<file path="config.mk">
export PLATFORM = sky130hd
export DESIGN_NAME = gate_share_arbiter_flat
export DESIGN_NICKNAME = d
export VERILOG_FILES = /design/src/rtl/gate_share_arbiter_if.sv /design/src/rtl/gate_share_arbiter.sv /design/src/flat_wrapper.sv
export SDC_FILE = /design/constraint.sdc
export NUM_CORES = 1
export LEC_CHECK = 0
export BUFFER_PORTS_ARGS = -buffer_cell sky130_fd_sc_hd__buf_2
export CELL_PAD_IN_SITES_DETAIL_PLACEMENT = 0
export CELL_PAD_IN_SITES_GLOBAL_PLACEMENT = 2
export CORE_ASPECT_RATIO = 1.25
export CORE_MARGIN = 2
export CORE_UTILIZATION = 22
export DETAILED_ROUTE_END_ITERATION = 10
export GPL_ROUTABILITY_DRIVEN = 0
export GPL_TIMING_DRIVEN = 0
export PLACE_DENSITY = 0.81
export SLEW_MARGIN = 10
export SYNTH_ARGS = -nofsm -noshare
export SYNTH_HDL_FRONTEND = slang
export SYNTH_SLANG_ARGS = --single-unit
</file>
<file path="constraint.sdc">
create_clock -name clk -period 1.94 [get_ports clk]
set_clock_uncertainty 0.2 [all_clocks]
set_input_delay 0.291 -clock clk [delete_from_list [all_inputs] [get_ports clk]]
set_output_delay 0.291 -clock clk [all_outputs]
set_load 0.01 [all_outputs]
</file>
<file path="src/rtl/gate_share_arbiter_if.sv">
// Bus bundle between the requesters/shared gate unit (master) and gate_share_arbiter (slave).
interface gate_share_arbiter_if #(
    parameter int NUM_REQ = 4,
    parameter int WIDTH   = 8
);
    localparam int ID_W = $clog2(NUM_REQ);

    logic [NUM_REQ-1:0]       req;
    logic [2*NUM_REQ-1:0]     req_op;
    logic [WIDTH*NUM_REQ-1:0] req_a;
    logic [WIDTH*NUM_REQ-1:0] req_b;
    logic [NUM_REQ-1:0]       gnt;
    logic [1:0]               gate_op;
    logic [WIDTH-1:0]         gate_a;
    logic [WIDTH-1:0]         gate_b;
    logic [WIDTH-1:0]         gate_y;
    logic                     busy;
    logic                     rsp_valid;
    logic                     rsp_ready;
    logic [ID_W-1:0]          rsp_id;
    logic [WIDTH-1:0]         rsp_data;

    modport master (
        output req, req_op, req_a, req_b, gate_y, rsp_ready,
        input  gnt, gate_op, gate_a, gate_b, busy, rsp_valid, rsp_id, rsp_data
    );

    modport slave (
        input  req, req_op, req_a, req_b, gate_y, rsp_ready,
        output gnt, gate_op, gate_a, gate_b, busy, rsp_valid, rsp_id, rsp_data
    );
endinterface

</file>
<file path="src/rtl/gate_share_arbiter.sv">
// Round-robin sharing of one combinational gate unit (NOT/AND/OR/XOR) among NUM_REQ requesters.
// Define GATE_ARB_STATS_EN to add the grant_count / last_wait statistics outputs.
module gate_share_arbiter #(
    parameter int NUM_REQ  = 4,
    parameter int WIDTH    = 8,
    parameter int GATE_LAT = 1
) (
    input  logic clk,
    input  logic rst_n,
    gate_share_arbiter_if.slave bus
`ifdef GATE_ARB_STATS_EN
    ,
    output logic [15:0] grant_count,
    output logic [7:0]  last_wait
`endif
);
    localparam int ID_W  = $clog2(NUM_REQ);
    localparam int CNT_W = (GATE_LAT > 1) ? $clog2(GATE_LAT) : 1;

    typedef logic [ID_W-1:0]    id_t;
    typedef logic [NUM_REQ-1:0] req_vec_t;
    typedef enum logic [1:0] {
        ST_IDLE = 2'd0,
        ST_EXEC = 2'd1,
        ST_RESP = 2'd2
    } state_t;

    state_t           state_r;
    id_t              rr_ptr_r;
    id_t              rsp_id_r;
    logic [CNT_W-1:0] cnt_r;
    req_vec_t         gnt_r;
    logic [1:0]       gate_op_r;
    logic [WIDTH-1:0] gate_a_r;
    logic [WIDTH-1:0] gate_b_r;
    logic [WIDTH-1:0] rsp_data_r;
    logic             busy_r;
    logic             rsp_valid_r;

    logic             sel_found_s;
    id_t              sel_idx_s;
    id_t              cand_s;
    logic [1:0]       sel_op_s;
    logic [WIDTH-1:0] sel_a_s;
    logic [WIDTH-1:0] sel_b_s;
    logic             accept_s;

    // Round-robin pick: first active request starting just above the last winner.
    always_comb begin
        sel_found_s = 1'b0;
        sel_idx_s   = {ID_W{1'b0}};
        cand_s      = {ID_W{1'b0}};
        for (int k = 1; k <= NUM_REQ; k++) begin
            cand_s = id_t'((int'(rr_ptr_r) + k) % NUM_REQ);
            if (!sel_found_s && bus.req[cand_s]) begin
                sel_found_s = 1'b1;
                sel_idx_s   = cand_s;
            end else begin
                sel_found_s = sel_found_s;
            end
        end
    end

    // Field mux for the selected requester.
    always_comb begin
        sel_op_s = 2'b00;
        sel_a_s  = {WIDTH{1'b0}};
        sel_b_s  = {WIDTH{1'b0}};
        for (int i = 0; i < NUM_REQ; i++) begin
            if (id_t'(i) == sel_idx_s) begin
                sel_op_s = bus.req_op[2*i +: 2];
                sel_a_s  = bus.req_a[WIDTH*i +: WIDTH];
                sel_b_s  = bus.req_b[WIDTH*i +: WIDTH];
            end else begin
                sel_op_s = sel_op_s;
            end
        end
    end

    assign accept_s = (state_r == ST_IDLE) && sel_found_s;

    // Control FSM with all bus outputs held in registers.
    always_ff @(posedge clk or negedge rst_n) begin
        if (!rst_n) begin
            state_r     <= ST_IDLE;
            rr_ptr_r    <= id_t'(NUM_REQ - 1);
            rsp_id_r    <= {ID_W{1'b0}};
            cnt_r       <= {CNT_W{1'b0}};
            gnt_r       <= {NUM_REQ{1'b0}};
            gate_op_r   <= 2'b00;
            gate_a_r    <= {WIDTH{1'b0}};
            gate_b_r    <= {WIDTH{1'b0}};
            rsp_data_r  <= {WIDTH{1'b0}};
            busy_r      <= 1'b0;
            rsp_valid_r <= 1'b0;
        end else begin
            gnt_r <= {NUM_REQ{1'b0}};
            case (state_r)
                ST_IDLE: begin
                    if (accept_s) begin
                        gnt_r     <= {{(NUM_REQ-1){1'b0}}, 1'b1} << sel_idx_s;
                        gate_op_r <= sel_op_s;
                        gate_a_r  <= sel_a_s;
                        gate_b_r  <= sel_b_s;
                        rsp_id_r  <= sel_idx_s;
                        rr_ptr_r  <= sel_idx_s;
                        cnt_r     <= CNT_W'(GATE_LAT - 1);
                        busy_r    <= 1'b1;
                        state_r   <= ST_EXEC;
                    end else begin
                        state_r   <= ST_IDLE;
                    end
                end
                ST_EXEC: begin
                    // gate_* stay frozen while the external unit settles.
                    if (cnt_r != {CNT_W{1'b0}}) begin
                        cnt_r <= cnt_r - CNT_W'(1);
                    end else begin
                        rsp_data_r  <= bus.gate_y;
                        rsp_valid_r <= 1'b1;
                        state_r     <= ST_RESP;
                    end
                end
                ST_RESP: begin
                    if (rsp_valid_r && bus.rsp_ready) begin
                        rsp_valid_r <= 1'b0;
                        busy_r      <= 1'b0;
                        state_r     <= ST_IDLE;
                    end else begin
                        state_r     <= ST_RESP;
                    end
                end
                default: begin
                    rsp_valid_r <= 1'b0;
                    busy_r      <= 1'b0;
                    state_r     <= ST_IDLE;
                end
            endcase
        end
    end

    assign bus.gnt       = gnt_r;
    assign bus.gate_op   = gate_op_r;
    assign bus.gate_a    = gate_a_r;
    assign bus.gate_b    = gate_b_r;
    assign bus.busy      = busy_r;
    assign bus.rsp_valid = rsp_valid_r;
    assign bus.rsp_id    = rsp_id_r;
    assign bus.rsp_data  = rsp_data_r;

`ifdef GATE_ARB_STATS_EN
    logic [7:0]  wait_cnt_r [NUM_REQ];
    logic [15:0] grant_count_r;
    logic [7:0]  last_wait_r;

    // Per-requester wait tracking plus saturating grant statistics.
    always_ff @(posedge clk or negedge rst_n) begin
        if (!rst_n) begin
            grant_count_r <= 16'h0000;
            last_wait_r   <= 8'h00;
            for (int i = 0; i < NUM_REQ; i++) begin
                wait_cnt_r[i] <= 8'h00;
            end
        end else begin
            for (int i = 0; i < NUM_REQ; i++) begin
                if (accept_s && (sel_idx_s == id_t'(i))) begin
                    wait_cnt_r[i] <= 8'h00;
                end else if (!bus.req[i]) begin
                    wait_cnt_r[i] <= 8'h00;
                end else if (wait_cnt_r[i] != 8'hFF) begin
                    wait_cnt_r[i] <= wait_cnt_r[i] + 8'h01;
                end else begin
                    wait_cnt_r[i] <= wait_cnt_r[i];
                end
            end
            if (accept_s) begin
                grant_count_r <= (grant_count_r == 16'hFFFF) ? grant_count_r : grant_count_r + 16'h0001;
                // The accept edge itself counts as one waiting cycle.
                last_wait_r   <= (wait_cnt_r[sel_idx_s] == 8'hFF) ? 8'hFF : wait_cnt_r[sel_idx_s] + 8'h01;
            end else begin
                grant_count_r <= grant_count_r;
            end
        end
    end

    assign grant_count = grant_count_r;
    assign last_wait   = last_wait_r;
`endif

endmodule

</file>
<file path="src/flat_wrapper.sv">
// flat-port wrapper written by rule: the top's interface ports become plain ports
module gate_share_arbiter_flat 
#(
    parameter int NUM_REQ  = 4,
    parameter int WIDTH    = 8,
    parameter int GATE_LAT = 1
)
  (clk, rst_n, bus_req, bus_req_op, bus_req_a, bus_req_b, bus_gate_y, bus_rsp_ready, bus_gnt, bus_gate_op, bus_gate_a, bus_gate_b, bus_busy, bus_rsp_valid, bus_rsp_id, bus_rsp_data);
  gate_share_arbiter_if #(.NUM_REQ(NUM_REQ), .WIDTH(WIDTH)) bus_i ();
  input  logic clk;
  input  logic rst_n;
  input wire logic [$bits(bus_i.req)-1:0] bus_req;
  input wire logic [$bits(bus_i.req_op)-1:0] bus_req_op;
  input wire logic [$bits(bus_i.req_a)-1:0] bus_req_a;
  input wire logic [$bits(bus_i.req_b)-1:0] bus_req_b;
  input wire logic [$bits(bus_i.gate_y)-1:0] bus_gate_y;
  input wire logic [$bits(bus_i.rsp_ready)-1:0] bus_rsp_ready;
  output wire logic [$bits(bus_i.gnt)-1:0] bus_gnt;
  output wire logic [$bits(bus_i.gate_op)-1:0] bus_gate_op;
  output wire logic [$bits(bus_i.gate_a)-1:0] bus_gate_a;
  output wire logic [$bits(bus_i.gate_b)-1:0] bus_gate_b;
  output wire logic [$bits(bus_i.busy)-1:0] bus_busy;
  output wire logic [$bits(bus_i.rsp_valid)-1:0] bus_rsp_valid;
  output wire logic [$bits(bus_i.rsp_id)-1:0] bus_rsp_id;
  output wire logic [$bits(bus_i.rsp_data)-1:0] bus_rsp_data;
  assign bus_i.req = bus_req;
  assign bus_i.req_op = bus_req_op;
  assign bus_i.req_a = bus_req_a;
  assign bus_i.req_b = bus_req_b;
  assign bus_i.gate_y = bus_gate_y;
  assign bus_i.rsp_ready = bus_rsp_ready;
  assign bus_gnt = bus_i.gnt;
  assign bus_gate_op = bus_i.gate_op;
  assign bus_gate_a = bus_i.gate_a;
  assign bus_gate_b = bus_i.gate_b;
  assign bus_busy = bus_i.busy;
  assign bus_rsp_valid = bus_i.rsp_valid;
  assign bus_rsp_id = bus_i.rsp_id;
  assign bus_rsp_data = bus_i.rsp_data;
  gate_share_arbiter #(.NUM_REQ(NUM_REQ), .WIDTH(WIDTH), .GATE_LAT(GATE_LAT)) u_core (.clk(clk), .rst_n(rst_n), .bus(bus_i));
endmodule
</file>
* Word-level counts from Yosys, hierarchy flattened
Cells that the tools add are included.
Word-level totals: flip-flop bits (word level) 39, input port bits 87, word-level logic and storage cells 90
Operators by class: add/subtract/negate cells 5, order comparisons 4, equal/unequal tests 8, shift-type cells 1, muxes and demuxes 42, bitwise gates (word level) 3, reduce and logical (&&, ||, !) cells 16
Operators with widths (number):
- 8-bit two-way mux | 8
- 2-bit two-way mux | 10
- 1-bit two-way mux | 14
- 2-bit by 3-bit < comparator with 1-bit output, second input constant | 4
- 1-bit binary-select mux with 2-bit select | 4
- 4-bit two-way mux | 2
- 1-bit one-hot mux with 3 select lines | 2
- 2-bit one-hot mux with 3 select lines | 1
- 2-bit AND reduction | 3
- 3-bit AND reduction | 2
- 1-bit logical AND | 5
- 2-bit by 1-bit adder with 2-bit output, second input constant | 2
- 2-bit adder, second input constant | 2
- 2-bit equality test, first input constant | 2
- 2-bit logical NOT | 2
- 2-bit by 1-bit inequality test with 1-bit output, second input constant | 2
- 1-bit by 2-bit << shifter with 4-bit output, first input constant | 1
- 1-bit logical NOT | 3
- 1-bit NOT | 3
- 1-bit by 2-bit equality test with 1-bit output, first input constant | 1
- 2-bit by 1-bit equality test with 1-bit output, second input constant | 1
- 2-bit equality test, second input constant | 1
- 2-bit inequality test, second input constant | 1
- 1-bit one-hot mux with 2 select lines | 1
- other kinds (2) | 2

* Longest topological paths before layout
depth after elaboration 18, depth in mapped cells 8, depth with buffers taken out 5

* Worst setup path before layout
OpenSTA, ideal clock, no wires.
path type register to register, start register u_core.rr_ptr_r[1], end register u_core.gate_a_r[7] (netlist: u_core.bus.gate_a[7]), library setup time 0.138 ns, arrival time 1.554 ns, required time 1.602 ns, slack 0.048 ns, stages on the path, launching flop included 9, path through dfstp_2 buf_4 nand2_1 a21oi_1 o221a_1 buf_6 buf_8 mux2i_1 o221ai_1
Between the ends: cells in the longest elaborated chain, start to end 18
RTL lines:
- start: declaration | line gate_share_arbiter.sv:29 | id_t rr_ptr_r;
- start signal: assignment | line gate_share_arbiter.sv:86 | rr_ptr_r <= id_t'(NUM_REQ - 1);
- start signal: assignment | line gate_share_arbiter.sv:106 | rr_ptr_r <= sel_idx_s;
- 2-bit by 1-bit adder with 2-bit output | line gate_share_arbiter.sv:54 | cand_s = id_t'((int'(rr_ptr_r) + k) % NUM_REQ);
- 1-bit binary-select mux with 2-bit select | line gate_share_arbiter.sv:55 | if (!sel_found_s && bus.req[cand_s]) begin
- 1-bit two-way mux (not written as such) | line gate_share_arbiter.sv:55
- 1-bit two-way mux | line gate_share_arbiter.sv:55
- 1-bit logical NOT | line gate_share_arbiter.sv:55
- 1-bit logical AND | line gate_share_arbiter.sv:55
- 1-bit two-way mux | line gate_share_arbiter.sv:55
- 1-bit logical NOT | line gate_share_arbiter.sv:55
- 1-bit logical AND | line gate_share_arbiter.sv:55
- 1-bit two-way mux | line gate_share_arbiter.sv:55
- 1-bit logical NOT | line gate_share_arbiter.sv:55
- 1-bit logical AND | line gate_share_arbiter.sv:55
- 2-bit two-way mux | line gate_share_arbiter.sv:55
- 2-bit logical NOT | line gate_share_arbiter.sv:70 | if (id_t'(i) == sel_idx_s) begin
- 8-bit two-way mux (4 in a row) | line gate_share_arbiter.sv:70
- end signal: assignment | line gate_share_arbiter.sv:91 | gate_a_r <= {WIDTH{1'b0}};
- end signal: assignment | line gate_share_arbiter.sv:103 | gate_a_r <= sel_a_s;
- end: declaration | line gate_share_arbiter.sv:34 | logic [WIDTH-1:0] gate_a_r;
Parallel ways exist; a longest one is shown, timed or not. The select of a mux whose other input is x is not followed. A chain may end at the register's enable or synchronous reset.

* Worst setup path after layout
start register u_core.rr_ptr_r[1], end register u_core.gate_b_r[2] (netlist: u_core.bus.gate_b[2])
Between the ends: cells in the longest elaborated chain, start to end 18
RTL lines:
- 2-bit by 1-bit adder with 2-bit output | line gate_share_arbiter.sv:54
- 1-bit binary-select mux with 2-bit select | line gate_share_arbiter.sv:55
- 1-bit two-way mux (not written as such) | line gate_share_arbiter.sv:55
- 1-bit two-way mux | line gate_share_arbiter.sv:55
- 1-bit logical NOT | line gate_share_arbiter.sv:55
- 1-bit logical AND | line gate_share_arbiter.sv:55
- 1-bit two-way mux | line gate_share_arbiter.sv:55
- 1-bit logical NOT | line gate_share_arbiter.sv:55
- 1-bit logical AND | line gate_share_arbiter.sv:55
- 1-bit two-way mux | line gate_share_arbiter.sv:55
- 1-bit logical NOT | line gate_share_arbiter.sv:55
- 1-bit logical AND | line gate_share_arbiter.sv:55
- 2-bit two-way mux | line gate_share_arbiter.sv:55
- 2-bit logical NOT | line gate_share_arbiter.sv:70
- 8-bit two-way mux (4 in a row) | line gate_share_arbiter.sv:70
- end signal: assignment | line gate_share_arbiter.sv:92 | gate_b_r <= {WIDTH{1'b0}};
- end signal: assignment | line gate_share_arbiter.sv:104 | gate_b_r <= sel_b_s;
- end: declaration | line gate_share_arbiter.sv:35 | logic [WIDTH-1:0] gate_b_r;
Parallel ways exist; a longest one is shown, timed or not. The select of a mux whose other input is x is not followed.

==> summary.txt <==
outcome: finished with violations
failing checks: setup timing
CP endpoint kind: register
setup ws final: -0.0346 ns
drt wl/cell: 14.0 um
Area contributors post-synth: dfrtp_1, mux2i_1, o221ai_1
Worst Path Required: 1.90 ns
overall power: 4.80 mW
DP Area: 2720 sq um
DR vias: 1824
die area: 9730 sq um
TritonRoute pass-1 iters: 4
Synth top area share: 0.457
Synth cell types: 28
most common cell in the synthesized netlist: mux2i_1
final antenna-violating net count: 0
clock-pin slew on the worst setup and hold paths: 0.08 ns
# H-tree levels: 2
Diodes inserted: 0
Mapped Cells: 169
syn_nets: 256
Core Footprint: 8700 sq um
combinational power share: 0.532
Clock power frac: 0.176
CTS Buf Count: 5
CP Launch Type: register
share of cells above drive strength 1: 0.540
crit share post-route: 1.02
clk_lat worst skew: 0.29 ns
sequential share of the synthesized area: 0.484
vias in the first global route: 1834
sequential fraction of design power: 0.292
pre-CTS WS: -0.126 ns
Slew Viols, Final: 0
critical path arrival: 1.93 ns
synthesized area: 1970 sq um
Async S/R FF share, synth: 1.00
Slew headroom: 0.421
Internal: 3.08 mW
main flop type after synthesis: dfrtp_1
global-route usage over all layers: 0.119
Ys Warns: 0
top cells by instance count after synthesis: mux2i_1, dfrtp_1, nand2_1, o221ai_1, nor2_1
Longest Clk Path Bufs: 2
maximum number of pins on one net before global-route repair: 39
Final Util: 0.358
Setup CP Type: reg -> reg
DP HPWL: 4310 um
die height: 110 um
top cell type by total area after synthesis: dfrtp_1
grt total ovfl: 0
row count: 38
drt drc: 0
Yosys reg bits: 38
Worst-Margin Slew: 0.868 ns
Post-synth EDFFs: 0
Die Wd: 88.6 um
first-pass GRT wire length: 8920 um
finished layout cell area: 3110 sq um
Final min period: 1.97 ns
Hold Path Class: in -> reg
worst reg2reg setup slack: -0.03 ns
Layout area overhead: 58.1%
worst vdd ir: 0.000485 V
max frequency: 506 MHz
Sw Ratio: 0.358
Switch Pwr: 1.72 mW
Register Area: 953 sq um
WL final: 6050 um
DR vias/cell: 4.23
TritonCTS clock tree: yes
Sink Count: 38
final hold vios: 0
Port Buffers: 120
Pwr Density: 1540 nW/um^2
total of max-cap violations: 0
antenna violations before repair: 0
Starting Density: 0.226
RSZ-0062 raised after global routing: yes
Final #Nets: 397
CP max FO: 5
FILL cells: 922
endpoints failing setup: 8
DRT iter0 DRCs: 38
multi-input logic area: 915 sq um
Mean Syn Cell Area: 11.7 sq um
leakage: 1.61 nW
clk root buf: clkbuf_8
IO Count: 121
==> final timing paths <==
check,endpoint,startpoint,cells after the start
max,u_core.bus.gate_b[2],u_core.rr_ptr_r[1],6
min reg2reg,u_core.bus.rsp_id[1],u_core.bus.rsp_id[1],2
min,u_core.bus.rsp_data[5],bus_gate_y[5],2
max reg2reg,u_core.bus.gate_b[2],u_core.rr_ptr_r[1],6
min in group asynchronous,u_core.bus.rsp_data[0],rst_n,2
max in group asynchronous,u_core.bus.gate_b[2],rst_n,2
==> cells in the final DEF, fill, tap and decap left out, drive strengths merged, types with 3 or more instances in the layout <==
cell	n
mux2i	37
nand2	26
a21oi	5
inv	3
dfrtp	36
mux2	8
nor2	9
buf	139
o221ai	18
clkbuf	12
==> critical path: stages, from the launching register on <==
cell	delay, ns
dfstp_2	0.56
mux2i_1	0.22
o221a_4	0.24
clkbuf_16	0.16
buf_12	0.12
mux2i_2	0.22
o221ai_1	0.13
==> registers in the layout, summed over array words and instances, names as in the netlist <==
| name | flops |
|---|---|
| u_core.bus.gnt | 4 |
| u_core.bus.rsp_data | 8 |
| u_core.state_r | 2 |
| u_core.bus.gate_b | 8 |
| u_core.rr_ptr_r | 2 |
| u_core.bus.rsp_id | 2 |
| u_core.bus.gate_op | 2 |
| u_core.bus.rsp_valid | 1 |
| u_core.bus.busy | 1 |
| u_core.bus.gate_a | 8 |
==> final cells by class <==
class | count | area share
inverters | 3 | 0.00362
clock inverters | 2 | 0.0193
well taps | 120 | 0.0482
repair buffers | 135 | 0.255
flip-flops and latches | 38 | 0.306
multi-input cells | 115 | 0.294
clock buffers | 6 | 0.0265
plain buffers | 12 | 0.0470
==> timing repair <==
action                     in CTS  in global routing
pin swaps                       4                  3
setup buffers                   7                  2
gates cloned                    2                  3
gates resized for setup         7                 12
hold buffers                    1                  1
hold endpoints to repair       36                  1
setup endpoints to repair      18                 18
==> routing by layer <==
metal | up-vias | part of all wire | GRT usage
li1 | 898 | - | -
met1 | 860 | 0.39 | 0.131
met2 | 60 | 0.54 | 0.224
met3 | 6 | 0.049 | 0.0218
met4 | 0 | 0.014 | 0.0422
met5 | - | 0 | 0
==> power by group through the flow <==
stage          combinational [mW]  sequential [mW]  clock [mW]
2_1_floorplan                1.28             1.56           0
3_3_place_gp                 2.19             1.39           0
3_5_place_dp                 2.22             1.40           0
4_1_cts                      2.43             1.40       0.879
5_1_grt                      2.79             1.45       0.916
6_report                     2.55             1.40       0.844
==> metrics by stage <==
| step | setup TNS [ns] | std cells | hold slack, ns |
|---|---|---|---|
| 2_1_floorplan | 0 | 169 | -0.205 |
| 3_3_place_gp | -1.21 | 409 | 0.264 |
| 3_5_place_dp | -1.65 | 409 | 0.269 |
| 4_1_cts | -0.706 | 426 | 0.00513 |
| 5_1_grt | -1.89 | 431 | 0.000620 |
| 6_report | -0.0877 | 431 | 0.00991 |
==> kinds of logic after synthesis <==
family                 count (synthesis)  synth area share
AO/OA/AOI/OAI                         30             0.119
buffers and inverters                 16            0.0756
multiplexers                          45             0.234
AND/OR/NAND/NOR                       40            0.0877
flip-flops                            38             0.484
No activity file was read; power rests on OpenSTA's default activity.
